### src/rtl/gyro_fir_pkg.sv
// Shared constants, state encoding, coefficient table and output rounding for the
// time-multiplexed gyro high-pass FIR.
package gyro_fir_pkg;

    localparam int TAPS     = 10;
    localparam int DW       = 10;
    localparam int CW       = 16;
    localparam int AW       = 30;
    localparam int NUM_AXES = 3;
    localparam int PW       = $clog2(TAPS);
    localparam int FRAC     = CW - 1;

    typedef enum logic [1:0] {IDLE, MAC, STORE} state_t;

    // Antisymmetric Q1.15 taps; their sum is exactly zero, so DC is rejected.
    localparam logic [0:TAPS-1][CW-1:0] COEF = {
        16'hfda5, 16'h0e32, 16'hd54b, 16'h52ed, 16'h8e58,
        16'h71a8, 16'had13, 16'h2ab5, 16'hf1ce, 16'h025b
    };

    localparam logic signed [AW-1:0] OUT_HI = AW'((1 << (DW - 1)) - 1);
    localparam logic signed [AW-1:0] OUT_LO = -OUT_HI - AW'(1);

    function automatic logic signed [CW-1:0] coef_at(input logic [PW-1:0] idx);
        return $signed(COEF[idx]);
    endfunction

    // Round half up out of Q15, then clamp into the signed DW-bit output range.
    function automatic logic signed [DW-1:0] round_sat(input logic signed [AW-1:0] acc);
        logic signed [AW-1:0] r;
        r = (acc + AW'(1 << (FRAC - 1))) >>> FRAC;
        if (r > OUT_HI)
            return OUT_HI[DW-1:0];
        else if (r < OUT_LO)
            return OUT_LO[DW-1:0];
        return r[DW-1:0];
    endfunction

endpackage

### src/rtl/gyro_fir_mac.sv
// Single signed CW x DW multiplier feeding an AW-bit accumulator; clear has priority
// over enable.
module gyro_fir_mac
    import gyro_fir_pkg::*;
(
    input  logic                 Clock,
    input  logic                 Reset,
    input  logic                 clear,
    input  logic                 enable,
    input  logic signed [CW-1:0] coef,
    input  logic signed [DW-1:0] sample,
    output logic signed [AW-1:0] acc
);

    logic signed [CW+DW-1:0] prod;
    logic signed [AW-1:0]    prod_ext;

    assign prod     = coef * sample;
    assign prod_ext = {{(AW - CW - DW){prod[CW+DW-1]}}, prod};

    always_ff @(posedge Clock) begin
        if (Reset || clear)
            acc <= '0;
        else if (enable)
            acc <= acc + prod_ext;
    end

endmodule

### src/rtl/gyro_fir_sequencer.sv
// Accepts X/Y/Z sample sets into circular histories and steps one shared MAC through
// 3 axes x TAPS taps, publishing all three filtered values together.
module gyro_fir_sequencer
    import gyro_fir_pkg::*;
(
    input  logic                 Clock,
    input  logic                 Reset,
    input  logic                 SampleValid,
    input  logic signed [DW-1:0] GyroX,
    input  logic signed [DW-1:0] GyroY,
    input  logic signed [DW-1:0] GyroZ,
    input  logic                 ClearOverrun,
    output logic signed [DW-1:0] GyroXOut,
    output logic signed [DW-1:0] GyroYOut,
    output logic signed [DW-1:0] GyroZOut,
    output logic                 DataReady,
    output logic                 Busy,
    output logic                 Primed,
    output logic                 Overrun
);

    localparam logic [PW-1:0] LAST_TAP  = PW'(TAPS - 1);
    localparam logic [1:0]    LAST_AXIS = 2'(NUM_AXES - 1);
    localparam logic [PW:0]   TAPS_W    = (PW + 1)'(TAPS);

    state_t               state, state_nx;
    logic [PW-1:0]        tap, wr_ptr, newest, rd_idx, n_acc;
    logic [PW:0]          rd_sum;
    logic [1:0]           axis;
    logic                 accept, mac_en, acc_clr, publish, drop;
    logic signed [AW-1:0] acc;
    logic signed [DW-1:0] res, sample;
    logic signed [DW-1:0] gyro_in [NUM_AXES];
    logic signed [DW-1:0] tap_val [NUM_AXES];
    logic signed [DW-1:0] stg_val [NUM_AXES];

    assign gyro_in[0] = GyroX;
    assign gyro_in[1] = GyroY;
    assign gyro_in[2] = GyroZ;

    // Slot holding the sample 'tap' steps older than the newest one.
    assign rd_sum = {1'b0, newest} + TAPS_W - {1'b0, tap};
    assign rd_idx = (rd_sum >= TAPS_W) ? PW'(rd_sum - TAPS_W) : rd_sum[PW-1:0];

    assign drop = SampleValid && (state != IDLE);
    assign Busy = (state != IDLE);
    assign res  = round_sat(acc);

    always_ff @(posedge Clock) begin
        if (Reset)
            state <= IDLE;
        else
            state <= state_nx;
    end

    always_comb begin
        state_nx = state;
        accept   = 1'b0;
        mac_en   = 1'b0;
        acc_clr  = 1'b0;
        publish  = 1'b0;
        unique case (state)
            IDLE: begin
                if (SampleValid) begin
                    accept   = 1'b1;
                    acc_clr  = 1'b1;
                    state_nx = MAC;
                end
            end
            MAC: begin
                mac_en = 1'b1;
                if (tap == LAST_TAP)
                    state_nx = STORE;
            end
            STORE: begin
                if (axis != LAST_AXIS) begin
                    acc_clr  = 1'b1;
                    state_nx = MAC;
                end else begin
                    publish  = 1'b1;
                    state_nx = IDLE;
                end
            end
            default: state_nx = IDLE;
        endcase
    end

    always_ff @(posedge Clock) begin
        if (Reset) begin
            tap  <= '0;
            axis <= '0;
        end else if (accept) begin
            tap  <= '0;
            axis <= '0;
        end else if (state == MAC) begin
            tap <= (tap == LAST_TAP) ? '0 : tap + 1'b1;
        end else if (state == STORE && axis != LAST_AXIS) begin
            tap  <= '0;
            axis <= axis + 1'b1;
        end
    end

    always_ff @(posedge Clock) begin
        if (Reset) begin
            wr_ptr <= '0;
            newest <= '0;
            n_acc  <= '0;
            Primed <= 1'b0;
        end else if (accept) begin
            newest <= wr_ptr;
            wr_ptr <= (wr_ptr == LAST_TAP) ? '0 : wr_ptr + 1'b1;
            if (!Primed) begin
                if (n_acc == LAST_TAP)
                    Primed <= 1'b1;
                else
                    n_acc <= n_acc + 1'b1;
            end
        end
    end

    always_ff @(posedge Clock) begin
        if (Reset)
            Overrun <= 1'b0;
        else if (drop)
            Overrun <= 1'b1;
        else if (ClearOverrun)
            Overrun <= 1'b0;
    end

    for (genvar a = 0; a < NUM_AXES; a++) begin : g_axis
        logic [TAPS-1:0][DW-1:0] hist;
        logic signed [DW-1:0]    stg;

        always_ff @(posedge Clock) begin
            if (Reset)
                hist <= '0;
            else if (accept)
                hist[wr_ptr] <= gyro_in[a];
        end

        always_ff @(posedge Clock) begin
            if (Reset)
                stg <= '0;
            else if (state == STORE && axis == 2'(a))
                stg <= res;
        end

        assign tap_val[a] = $signed(hist[rd_idx]);
        assign stg_val[a] = stg;
    end

    assign sample = (axis == 2'd0) ? tap_val[0] :
                    (axis == 2'd1) ? tap_val[1] : tap_val[2];

    gyro_fir_mac u_mac (
        .Clock  (Clock),
        .Reset  (Reset),
        .clear  (acc_clr),
        .enable (mac_en),
        .coef   (coef_at(tap)),
        .sample (sample),
        .acc    (acc)
    );

    // Z is finalised on the publishing edge itself, so it bypasses its staging reg.
    always_ff @(posedge Clock) begin
        if (Reset) begin
            GyroXOut  <= '0;
            GyroYOut  <= '0;
            GyroZOut  <= '0;
            DataReady <= 1'b0;
        end else begin
            DataReady <= publish;
            if (publish) begin
                GyroXOut <= stg_val[0];
                GyroYOut <= stg_val[1];
                GyroZOut <= res;
            end
        end
    end

endmodule
### config.mk
export PLATFORM = sky130hd
export DESIGN_NAME = gyro_fir_sequencer
export DESIGN_NICKNAME = d
export VERILOG_FILES = /design/src/rtl/gyro_fir_pkg.sv /design/src/rtl/gyro_fir_mac.sv /design/src/rtl/gyro_fir_sequencer.sv
export SDC_FILE = /design/constraint.sdc
export NUM_CORES = 2
export LEC_CHECK = 0
export CORE_ASPECT_RATIO = 0.8
export CORE_UTILIZATION = 30
export DETAILED_ROUTE_END_ITERATION = 10
export GPL_TIMING_DRIVEN = 0
export PLACE_DENSITY = 0.44
export REMOVE_ABC_BUFFERS = 1
export SETUP_SLACK_MARGIN = 0.4
export SYNTH_ARGS = -nofsm -noshare
export SYNTH_HDL_FRONTEND = slang
export SYNTH_SLANG_ARGS = --single-unit
### constraint.sdc
create_clock -name Clock -period 9.55 [get_ports Clock]
set_input_delay 1.4325 -clock Clock [delete_from_list [all_inputs] [get_ports Clock]]
set_output_delay 1.4325 -clock Clock [all_outputs]
set_load 0.03 [all_outputs]
==> flow_summary.ini <==
[setup_path]
critPathKind = flip-flop to flip-flop
critPathMaxFanout = 18
startpoint_type = flip-flop
worst_ep_required_time_ns = 10.12
slowest_delay_ns = 0.56
worstPathArrival_ns = 9.31
critical_path.endpoint_type = flip-flop
reg2reg_slack_ns = 0.80
cpMaxStageDelayCell = sky130_fd_sc_hd__fa_1

[synthesis]
sequential_share_of_the_synthesized_area_pct = 32.8
yosys_warnings = 0
synth_top_family_by_area = adder cells
synth_xor_xnor_area_share_pct = 1.49
synthAdderAreaFrac_pct = 19.4
synth_async_sr_flop_share_pct = 0
syn-instance-count = 2950
synth_compound_gate_area_share_pct = 12.4
mappedNetlistArea_sq_um = 24600
synth_ff_type = sky130_fd_sc_hd__dfxtp_1
synth.mux.area_fraction_pct = 8.22
count_of_flip_flops_with_a_built_in_enable_after_synthesis = 0
synthSimpleGateAreaFrac_pct = 18.2
postSynthRegisterBits = 403
syn_avg_cell_area_sq_um = 8.33
synthDistinctLibCells = 64

[global_route]
use_met3_pct = 2.49
track_usage_pct = 17.7
globalRoute.totalOverflow = 0
global_route.peak_usage_layer = met2
use_met2_pct = 26.8
grt_pass1_wl_microns = 115000
via_count_of_the_first_global_routing_pass = 19900
grt_max_degree = 137
number_of_antenna_violations_at_the_first_check_in_global_routing = 2
gr-usage-met1_pct = 26.2

[drt]
remaining_drc_errors = 0
initial_drc_count = 1409
drtPass1Iterations = 5
detail-route-antenna-nets = 0
route.detailed.vias_per_inst = 4.89
drt_wl_total_microns = 73300
vias = 19800
wire_per_inst_microns = 18.1

[sta]
finalWorstSetupSlack_ns = 0.803
min_period_ns = 8.75
worst_slew_pin_slew_ns = 1.07
finalSetupTns_ns = 0
unrepaired_setup_endpoints_after_global_routing = yes
relSlewSlack_pct = 28.0
max_freq_ghz = 0.114
finClkSkew_ns = 0.0483
min_period_over_period_pct = 91.6
slew_viol_final = 0
final.hold.worst_slack_ns = 0.451
finalHoldViolCount = 0
timing.final.setup_violations = 0

[clocking]
tritoncts.num_buffers = 49
insertion_delay_ns = 0.63
cts_tree = done
clkTransAtPathRegs_ns = 0.06
cts_num_sinks = 403
clock_tree.htree_level_count = 2
clk_path_buf_depth = 3
cts_root_buf = sky130_fd_sc_hd__clkbuf_16

[floorplanning]
floorplan.die.width_microns = 322
die-area_sq_um = 83100
die-height_microns = 258
core.rowCount = 93
floorplan.initialDensity_pct = 30.4
core_region_area_sq_um = 80800
pin_count = 68

[place]
placement.io_buffers = 67
place.detailed.instances = 3937
dp_slack_ns = -1.19
gpl.final_weighted_congestion = 0.776
place.detailed.hpwl_microns = 49500

[final_layout]
utilization_pct = 35.4
layout.cells.most_common_list = 817 x sky130_fd_sc_hd__nand2_1, 404 x sky130_fd_sc_hd__a21oi_1, 399 x sky130_fd_sc_hd__dfxtp_1
layout.filler_cells = 8298
drive_above_1_share_pct = 9.85
commonest_non_fill_non_tap_cell_in_the_layout = sky130_fd_sc_hd__nand2_1
non_filler_instance_count_after_layout = 4048
fin_nets = 3222
layout_overhead_on_the_synthesized_area_pct = 16.4

[pwr]
static_leakage_nw = 10.8
vdd.ir_drop.worst_mv = 0.138
power.density_nw_per_um2 = 197

[worst_hold_path]
worstHoldPathType = flip-flop to flip-flop

[status]
run_status = complete, no violations

[job]
cap_viol_max_count = 0
-- repair_timing --
item | in CTS | in global routing
buffers inserted | 4 | 14
setup endpoints to repair | 21 | 13
gates cloned | 0 | 1
resized for setup | 20 | 24
hold buffers | 0 | 0
pin swaps | 1 | 7
-- stage by stage --
step	power, W	instance area (sq um)
floorplan	0.00314	23700
CTS	0.00568	28300
global placement	0.00364	25800
global route	0.00607	28600
finish	0.00565	28600
detailed placement	0.00368	26500
-- worst max-delay path: cells and delay by family, from the launching register on --
| kind | cells | cell delay, ns |
|---|---|---|
| xor+xnor | 1 | 0.22 |
| fa+ha+maj | 10 | 3.89 |
| buf+inv | 7 | 0.56 |
| compound gates | 9 | 2.14 |
| flops | 1 | 0.51 |
| mux | 1 | 0.43 |
| simple gates | 5 | 0.91 |
-- synthesized netlist by cell type (10+ instances only) --
library cell               instances  share of area, %
sky130_fd_sc_hd__fa_1            179                15
sky130_fd_sc_hd__o21a_1           13              0.40
sky130_fd_sc_hd__nand3_1          23              0.47
sky130_fd_sc_hd__mux2i_1          26               1.1
sky130_fd_sc_hd__clkbuf_1        171               2.6
sky130_fd_sc_hd__and3_1           13              0.33
sky130_fd_sc_hd__xor2_1           19              0.68
sky130_fd_sc_hd__mux2_2           17              0.78
sky130_fd_sc_hd__nand2_1         821                13
sky130_fd_sc_hd__ha_1             94               4.8
sky130_fd_sc_hd__o21ai_1          10              0.20
sky130_fd_sc_hd__inv_1           255               3.9
sky130_fd_sc_hd__mux4_2           68               6.2
sky130_fd_sc_hd__nand2b_1         25              0.64
sky130_fd_sc_hd__nor2_1          144               2.2
sky130_fd_sc_hd__dfxtp_1         403                33
sky130_fd_sc_hd__and2_1           26              0.66
sky130_fd_sc_hd__o21ai_0          28              0.57
sky130_fd_sc_hd__nor3_1           18              0.37
sky130_fd_sc_hd__a21oi_1         407               8.3
sky130_fd_sc_hd__a211oi_1         33               1.0
sky130_fd_sc_hd__xnor2_1          21              0.75
sky130_fd_sc_hd__buf_2            18              0.37
-- registers in the layout, summed over array words and instances (netlist names), 2 cells and up --
register     cells
GyroXOut        10
GyroYOut        10
GyroZOut        10
axis             2
g_axis.hist    300
g_axis.stg      20
n_acc            4
newest           4
state            2
tap              4
u_mac.acc       30
wr_ptr           4
-- cells by family after synthesis --
| family | after synthesis |
|---|---|
| adders and majority gates | 273 |
| muxes | 113 |
| buffers and inverters | 463 |
| and+or+nand+nor | 1107 |
| AOI/OAI and AO/OA | 550 |
| xor gates and xnor gates | 41 |
| DFF | 403 |
-- area by class of cell --
type	count	area (sq um)	share of cell area, %
Multi-Input combinational cell	2085	15000	52.6
Sequential cell	403	8080	28.3
Timing Repair Buffer	120	1450	5.06
Clock buffer	67	1390	4.87
Tap cell	1092	1370	4.78
Inverter	256	963	3.37
Clock inverter	23	299	1.05
Antenna cell	2	5.00	0.0175
-- metal layers --
layer / part of all wire [%] / vias to the layer above
li1: - / 9498
met1: 50 / 9808
met2: 43 / 411
met3: 4.9 / 87
met4: 1.9 / 2
met5: 0.016 / -
-- report_power, final --
group | leakage [nW] | internal, W | total [W] | switching (W)
registers | 3.26 | 0.00172 | 0.00177 | 0.0000496
clock network | 0.832 | 0.00114 | 0.00195 | 0.000808
logic | 6.74 | 0.000728 | 0.00192 | 0.00119
total | 10.8 | 0.00360 | 0.00565 | 0.00205
-- final timing paths --
| path | cells past startpoint | to | from |
|---|---|---|---|
| max | 33 | u_mac.acc[29] | tap[0] |
| min | 2 | g_axis[1].hist[98] | g_axis[1].hist[98] |
| max reg2reg | 33 | u_mac.acc[29] | tap[0] |
| min reg2reg | 2 | g_axis[1].hist[98] | g_axis[1].hist[98] |
(Power assumes the default switching activity.)
